## src/rtl/vdma_pkg.sv

```systemverilog
// vdma_pkg: shared states, VDMA register offsets, AXI response codes and error codes
package vdma_pkg;
`ifdef VDMA_SEQ_STATUS_POLL_EN
  typedef enum logic [2:0] {IDLE, ISSUE, WAIT_RSP, POLL_ISSUE, POLL_WAIT, DONE, ERR} state_t;
`else
  typedef enum logic [2:0] {IDLE, ISSUE, WAIT_RSP, DONE, ERR} state_t;
`endif
  localparam logic [7:0] VDMACR = 8'h00;
  localparam logic [7:0] VDMASR = 8'h04;
  localparam logic [7:0] VSIZE_R = 8'h50;
  localparam logic [7:0] HSIZE_R = 8'h54;
  localparam logic [7:0] STRIDE_R = 8'h58;
  localparam logic [7:0] START1 = 8'h5C;
  localparam logic [1:0] RESP_OKAY = 2'b00;
  localparam logic [1:0] RESP_EXOKAY = 2'b01;
  localparam logic [1:0] RESP_SLVERR = 2'b10;
  localparam logic [1:0] RESP_DECERR = 2'b11;
  localparam logic [1:0] ERR_NONE = 2'b00;
  localparam logic [1:0] ERR_RESP = 2'b01;
  localparam logic [1:0] ERR_TIMEOUT = 2'b10;
  localparam logic [2:0] LAST_IDX = 3'd4;
  function automatic logic resp_is_err(input logic [1:0] r);
    return r == RESP_SLVERR || r == RESP_DECERR;
  endfunction
endpackage

```

## src/rtl/vdma_init_rom.sv

```systemverilog
// vdma_init_rom: combinational table of the five VDMA setup writes
module vdma_init_rom
  import vdma_pkg::*;
#(
  parameter int AXI_ADDR_WIDTH = 32,
  parameter int AXI_DATA_WIDTH = 32,
  parameter logic [31:0] FRAME_BASE = 32'h1000_0000,
  parameter int HSIZE = 3200,
  parameter int STRIDE = 3200,
  parameter int VSIZE = 600
) (
  input  logic [2:0] idx,
  output logic [AXI_ADDR_WIDTH-1:0] addr,
  output logic [AXI_DATA_WIDTH-1:0] data
);
  // run/circular control first, then frame address and geometry, VSIZE last since it arms the channel
  always_comb begin
    addr = idx == 3'd0 ? AXI_ADDR_WIDTH'(VDMACR) :
           idx == 3'd1 ? AXI_ADDR_WIDTH'(START1) :
           idx == 3'd2 ? AXI_ADDR_WIDTH'(STRIDE_R) :
           idx == 3'd3 ? AXI_ADDR_WIDTH'(HSIZE_R) : AXI_ADDR_WIDTH'(VSIZE_R);
    data = idx == 3'd0 ? AXI_DATA_WIDTH'(32'h0000_0003) :
           idx == 3'd1 ? AXI_DATA_WIDTH'(FRAME_BASE) :
           idx == 3'd2 ? AXI_DATA_WIDTH'(STRIDE) :
           idx == 3'd3 ? AXI_DATA_WIDTH'(HSIZE) : AXI_DATA_WIDTH'(VSIZE);
  end
endmodule

```

## src/rtl/vdma_init_sequencer.sv

```systemverilog
// vdma_init_sequencer: writes the VDMA MM2S setup table over a command channel; DMASR polling when VDMA_SEQ_STATUS_POLL_EN is defined
module vdma_init_sequencer
  import vdma_pkg::*;
#(
  parameter int AXI_ADDR_WIDTH = 32,
  parameter int AXI_DATA_WIDTH = 32,
  parameter logic [31:0] FRAME_BASE = 32'h1000_0000,
  parameter int HSIZE = 3200,
  parameter int STRIDE = 3200,
  parameter int VSIZE = 600,
  parameter int POLL_LIMIT = 1024
) (
  input  logic M_AXI_ACLK,
  input  logic M_AXI_ARESETN,
  input  logic start,
  output logic cmd_valid,
  input  logic cmd_ready,
  output logic cmd_write,
  output logic [AXI_ADDR_WIDTH-1:0] cmd_addr,
  output logic [AXI_DATA_WIDTH-1:0] cmd_wdata,
  input  logic rsp_valid,
  input  logic [1:0] rsp_resp,
  input  logic [AXI_DATA_WIDTH-1:0] rsp_rdata,
  output logic busy,
  output logic done,
  output logic error,
  output logic [1:0] err_code
);
  state_t state;
  logic [2:0] idx;
  logic [2:0] rom_idx;
  logic [AXI_ADDR_WIDTH-1:0] rom_addr;
  logic [AXI_DATA_WIDTH-1:0] rom_data;
`ifdef VDMA_SEQ_STATUS_POLL_EN
  localparam int PW = $clog2(POLL_LIMIT + 1);
  logic [PW-1:0] poll_cnt;
`else
  logic unused_ok;
  assign unused_ok = ^{rsp_rdata, POLL_LIMIT != 0};
`endif
  // the ROM is addressed by the entry about to be loaded, so command outputs can be registered on entry to ISSUE
  assign rom_idx = (state == WAIT_RSP) ? idx + 3'd1 : 3'd0;
  vdma_init_rom #(
    .AXI_ADDR_WIDTH(AXI_ADDR_WIDTH), .AXI_DATA_WIDTH(AXI_DATA_WIDTH), .FRAME_BASE(FRAME_BASE),
    .HSIZE(HSIZE), .STRIDE(STRIDE), .VSIZE(VSIZE)
  ) u_rom (
    .idx(rom_idx), .addr(rom_addr), .data(rom_data)
  );
  // sequencer FSM; all outputs registered, one command outstanding at a time
  always_ff @(posedge M_AXI_ACLK or negedge M_AXI_ARESETN) begin
    if (!M_AXI_ARESETN) begin
      state <= IDLE;
      idx <= 3'd0;
      cmd_valid <= 1'b0;
      cmd_write <= 1'b0;
      cmd_addr <= '0;
      cmd_wdata <= '0;
      busy <= 1'b0;
      done <= 1'b0;
      error <= 1'b0;
      err_code <= ERR_NONE;
`ifdef VDMA_SEQ_STATUS_POLL_EN
      poll_cnt <= '0;
`endif
    end else begin
      done <= 1'b0;
      case (state)
        IDLE: if (start) begin
          state <= ISSUE;
          idx <= 3'd0;
          busy <= 1'b1;
          error <= 1'b0;
          err_code <= ERR_NONE;
          cmd_valid <= 1'b1;
          cmd_write <= 1'b1;
          cmd_addr <= rom_addr;
          cmd_wdata <= rom_data;
        end
        ISSUE: if (cmd_ready) begin
          cmd_valid <= 1'b0;
          state <= WAIT_RSP;
        end
        WAIT_RSP: if (rsp_valid) begin
          if (resp_is_err(rsp_resp)) begin
            state <= ERR;
            error <= 1'b1;
            err_code <= ERR_RESP;
          end else if (idx == LAST_IDX) begin
`ifdef VDMA_SEQ_STATUS_POLL_EN
            state <= POLL_ISSUE;
            poll_cnt <= '0;
            cmd_valid <= 1'b1;
            cmd_write <= 1'b0;
            cmd_addr <= AXI_ADDR_WIDTH'(VDMASR);
            cmd_wdata <= '0;
`else
            state <= DONE;
            done <= 1'b1;
`endif
          end else begin
            idx <= rom_idx;
            state <= ISSUE;
            cmd_valid <= 1'b1;
            cmd_addr <= rom_addr;
            cmd_wdata <= rom_data;
          end
        end
`ifdef VDMA_SEQ_STATUS_POLL_EN
        POLL_ISSUE: if (cmd_ready) begin
          cmd_valid <= 1'b0;
          state <= POLL_WAIT;
        end
        POLL_WAIT: if (rsp_valid) begin
          if (resp_is_err(rsp_resp)) begin
            state <= ERR;
            error <= 1'b1;
            err_code <= ERR_RESP;
          end else if (!rsp_rdata[0]) begin
            state <= DONE;
            done <= 1'b1;
          end else if (poll_cnt == PW'(POLL_LIMIT - 1)) begin
            state <= ERR;
            error <= 1'b1;
            err_code <= ERR_TIMEOUT;
          end else begin
            poll_cnt <= poll_cnt + 1'b1;
            state <= POLL_ISSUE;
            cmd_valid <= 1'b1;
          end
        end
`endif
        DONE: begin
          state <= IDLE;
          busy <= 1'b0;
        end
        ERR: begin
          state <= IDLE;
          busy <= 1'b0;
        end
        default: state <= IDLE;
      endcase
    end
  end
endmodule

```

## config.mk

```make
export PLATFORM = sky130hd
export DESIGN_NAME = vdma_init_sequencer
export DESIGN_NICKNAME = d
export VERILOG_FILES = /design/src/rtl/vdma_pkg.sv /design/src/rtl/vdma_init_rom.sv /design/src/rtl/vdma_init_sequencer.sv
export SDC_FILE = /design/constraint.sdc
export NUM_CORES = 1
export LEC_CHECK = 0
export CAP_MARGIN = 0
export CORE_AREA = 2 2 70 72
export CTS_CLUSTER_DIAMETER = 150
export CTS_CLUSTER_SIZE = 25
export DETAILED_ROUTE_END_ITERATION = 8
export DIE_AREA = 0 0 72 74
export GPL_TIMING_DRIVEN = 0
export PLACE_DENSITY_LB_ADDON = 0.15
export SLEW_MARGIN = 10
export SYNTH_ARGS = -nofsm -noshare
export SYNTH_HDL_FRONTEND = slang
export SYNTH_SLANG_ARGS = --single-unit
export TNS_END_PERCENT = 20
```

## constraint.sdc

```tcl
create_clock -name M_AXI_ACLK -period 2.1 [get_ports M_AXI_ACLK]
set_input_delay 0.525 -clock M_AXI_ACLK [delete_from_list [all_inputs] [get_ports M_AXI_ACLK]]
set_output_delay 0.525 -clock M_AXI_ACLK [all_outputs]
set_load 0.01 [all_outputs]
```

==> summary.md <==
| Metric | Value |
|---|---|
| Leakage | 1.07 nW |
| Mapped Area | approximately 0.0013 sq mm |
| CTS tree | built |
| Maximum vdd drop | 0.267 mV |
| Longest Clk Path Bufs | 2 |
| DP Area | ~0.0018 sq mm |
| Area contributors post-synth | dfrtp_1, buf_4, mux2_1, nor2_1, inv_1 |
| Final setup violation count | 0 |
| Critical path buffers and inverters | 2 |
| Synth top area share | 0.339 |
| Most common cell after layout, fill and taps aside | buf_4 |
| GR Overflow Total | 0 |
| DP HPWL | about 1800 microns |
| R2r setup slk | 0.38 ns |
| Num CTS Buffers | 3 |
| CP Capture Type | register |
| Worst hold path type | register to register |
| Sinks on Clock Net | 18 |
| Critical path's top delay family | buffers and inverters |
| Core area | 0.00460 sq mm |
| Sequential fraction of the synthesis area | 0.339 |
| Slowest cell on crit path | clkdlybuf4s50_1 |
| Vias | around 950 |
| Largest net degree at the start of global routing | 19 |
| CP peak stage delay | approximately 0.53 ns |
| Yosys warning count | 0 |
| # nets final | 266 |
| Routed Antenna Nets | 0 |
| Reg2reg end | cmd_wdata[28]$_DFFE_PN0P_ |
| Total GRT Usage | 0.0839 |
| Final Max Tran Viols | 0 |
| DP Worst Slack | -0.0120 ns |
| Drt initial violations | 14 |
| Worst slew pin tran | 0.822 ns |
| Asr flop ratio synth | 1.00 |
| Post-CTS resize count | 0 |
| Clk_lat worst skew | 0.25 ns |
| CP startpoint kind | primary input |
| Initial antenna violation count | 0 |
| Placer Congestion | slightly below 0.8 |
| Wirelength per Cell | 7.82 microns |
| Hold Vio Cnt, Final | 0 |
| Vias in the first global route | 794 |
| Layout cells sized above 1 | 0.321 |
| Most frequent cells in the layout | buf_4, conb_1, clkdlybuf4s50_1 |
| Seq cells post-synth | 18 |
| Clk root buf | clkbuf_8 |
| Unrepaired setup endpoints after global routing | false |
| First-pass GRT wire length | 3580 microns |
| Main synth FF type | dfrtp_1 |
| Post-route minimum period | approximately 1.8 ns |
| Critical path cell sequence | clkdlybuf4s50_1, nor2b_4, nand2_1, a21o_1, buf_6, mux2_1 |
| Cell variety after synth | 31 |
| Rel. slew slack | 0.450 |
| EDFF count, synth | 0 |
| Post-CTS Hold Fix Bufs | 0 |
| Worst path arrival time | 1.98 ns |
| I/O pin total | 110 |
| Setup bufs post-CTS | 0 |
| Die Area | 0.00533 sq mm |
| DRC errors left | 0 |
| Row cnt | 25 |
| Diode count | 0 |
| Worst reg2reg path depth | 7 |
| Syn Inst Count | 145 |
| Max-cap viol count | 0 |
| Setup ws final | 0.256 ns |
| Final wirelength | around 2200 microns |
| Power Total | roughly 0.0015 W |
| Fin crit share | 0.878 |
| Initial Utilization | 0.289 |
| Clock transition at path regs | 0.07 ns |
| Synthesized area per cell | 9.16 sq um |
| Worst Setup EP | cmd_wdata[28]$_DFFE_PN0P_ |
| Dpl cells | 274 |
| Area growth, synth to finish | 42.2% |
| 1st-pass router iterations | 4 |
| Clock H-tree levels | 1 |
| DR vias/cell | 3.41 |
| PD cells | 810 mW/mm^2 |
| Final instance area | 0.00189 sq mm |
| Fin cells | 278 |
| Setup Crit Path Kind | primary input to register |
| Peak Freq | between 500 and 600 MHz |
| Biggest area consumer among synthesized cells | dfrtp_1 |
| Setup Skew | 0.00455 ns |
| Crit path from | rsp_valid |
| Buffers on Ports | 25 |
| WP data required | 2.23 ns |
| Die width | 72 microns |
| Worst reg2reg startpoint | idx[0]$_DFFE_PN0P_ |
| CP max FO | 10 |
| Die height | roughly 74 microns |
| Status | complete, no violations |
| Crit path depth | 6 |
worst register-to-register path, cell delays in order, from the launching register on:
cell     delay (ns)
dfrtp_1        0.45
inv_1          0.09
ha_1           0.22
nand2_1        0.13
nand2_1        0.07
a21o_1         0.18
buf_6          0.14
mux2_1         0.31
how the worst min path moves through the flow:
stage | startpoint | end | slack, ns | cells after the start
5_1_grt | cmd_wdata[28]$_DFFE_PN0P_ | cmd_wdata[28]$_DFFE_PN0P_ | 0.52 | 1
3_3_place_gp | cmd_write$_DFFE_PN0P_ | cmd_write$_DFFE_PN0P_ | 0.47 | 2
6_report | cmd_write$_DFFE_PN0P_ | cmd_write$_DFFE_PN0P_ | 0.49 | 2
3_5_place_dp | cmd_write$_DFFE_PN0P_ | cmd_write$_DFFE_PN0P_ | 0.46 | 2
2_1_floorplan | M_AXI_ARESETN | busy$_DFFE_PN0P_ | 0.23 | 0
4_1_cts | cmd_write$_DFFE_PN0P_ | cmd_write$_DFFE_PN0P_ | 0.49 | 2
where the power goes:
part           internal, W  switching [W]
logic             0.000406       0.000340
registers         0.000433      0.0000705
clock network     0.000166       0.000116
total              0.00100       0.000526
flip-flops by register name, summed over array words and instances, names as in the netlist:
| register | cells |
|---|---|
| cmd_wdata | 4 |
| cmd_addr | 3 |
| idx | 3 |
| state | 3 |
| busy | 1 |
| cmd_valid | 1 |
| cmd_write | 1 |
| done | 1 |
| err_code | 1 |
final cells by class:
cell class	instances	area, sq um
multi-input cells	108	577
well taps	54	67.6
repair buffers	25	250
fillers	482	2710
plain buffers	61	459
inverters	8	30.0
flip-flops and latches	18	450
clock buffers	4	55.1
cell usage after synthesis, drive strengths merged, types with 2 or more instances:
cell,number
buf,61
dfrtp,18
nor2,11
inv,8
mux2,6
nand2,6
a21oi,5
a21o,4
nor3,4
ha,2
nand2b,2
nand4,2
o21ai,2
o31ai,2
xor2,2
metrics by stage:
| step | hold WS (ns) | utilization | TNS, ns |
|---|---|---|---|
| 2_1_floorplan | 0.229 | - | 0 |
| 3_3_place_gp | 0.475 | 0.399 | -0.0610 |
| 3_5_place_dp | 0.465 | 0.399 | -0.0336 |
| 4_1_cts | 0.491 | 0.411 | 0 |
| 5_1_grt | 0.525 | 0.411 | 0 |
| 6_report | 0.487 | 0.411 | 0 |
cells by family (layout without fill, tap and decap cells):
group	after synthesis	after routing	share of synthesized area
other	1	51	0.00282
muxes	6	6	0.0565
adders and majority gates	2	2	0.0188
xor gates and xnor gates	2	2	0.0132
AOI/OAI and AO/OA	17	17	0.0847
DFF	18	18	0.339
and+or+nand+nor	30	30	0.117
buffers and inverters	69	98	0.368
per-layer routing:
layer | global-route usage | vias up | routed length (microns)
met2 | 0.148 | 47 | 1030
li1 | - | 519 | -
met5 | 0 | - | 0
met3 | 0.00949 | 4 | 197
met1 | 0.104 | 378 | 924
met4 | 0.0377 | 0 | 22
Note: power is estimated with default switching activity, not from simulation.
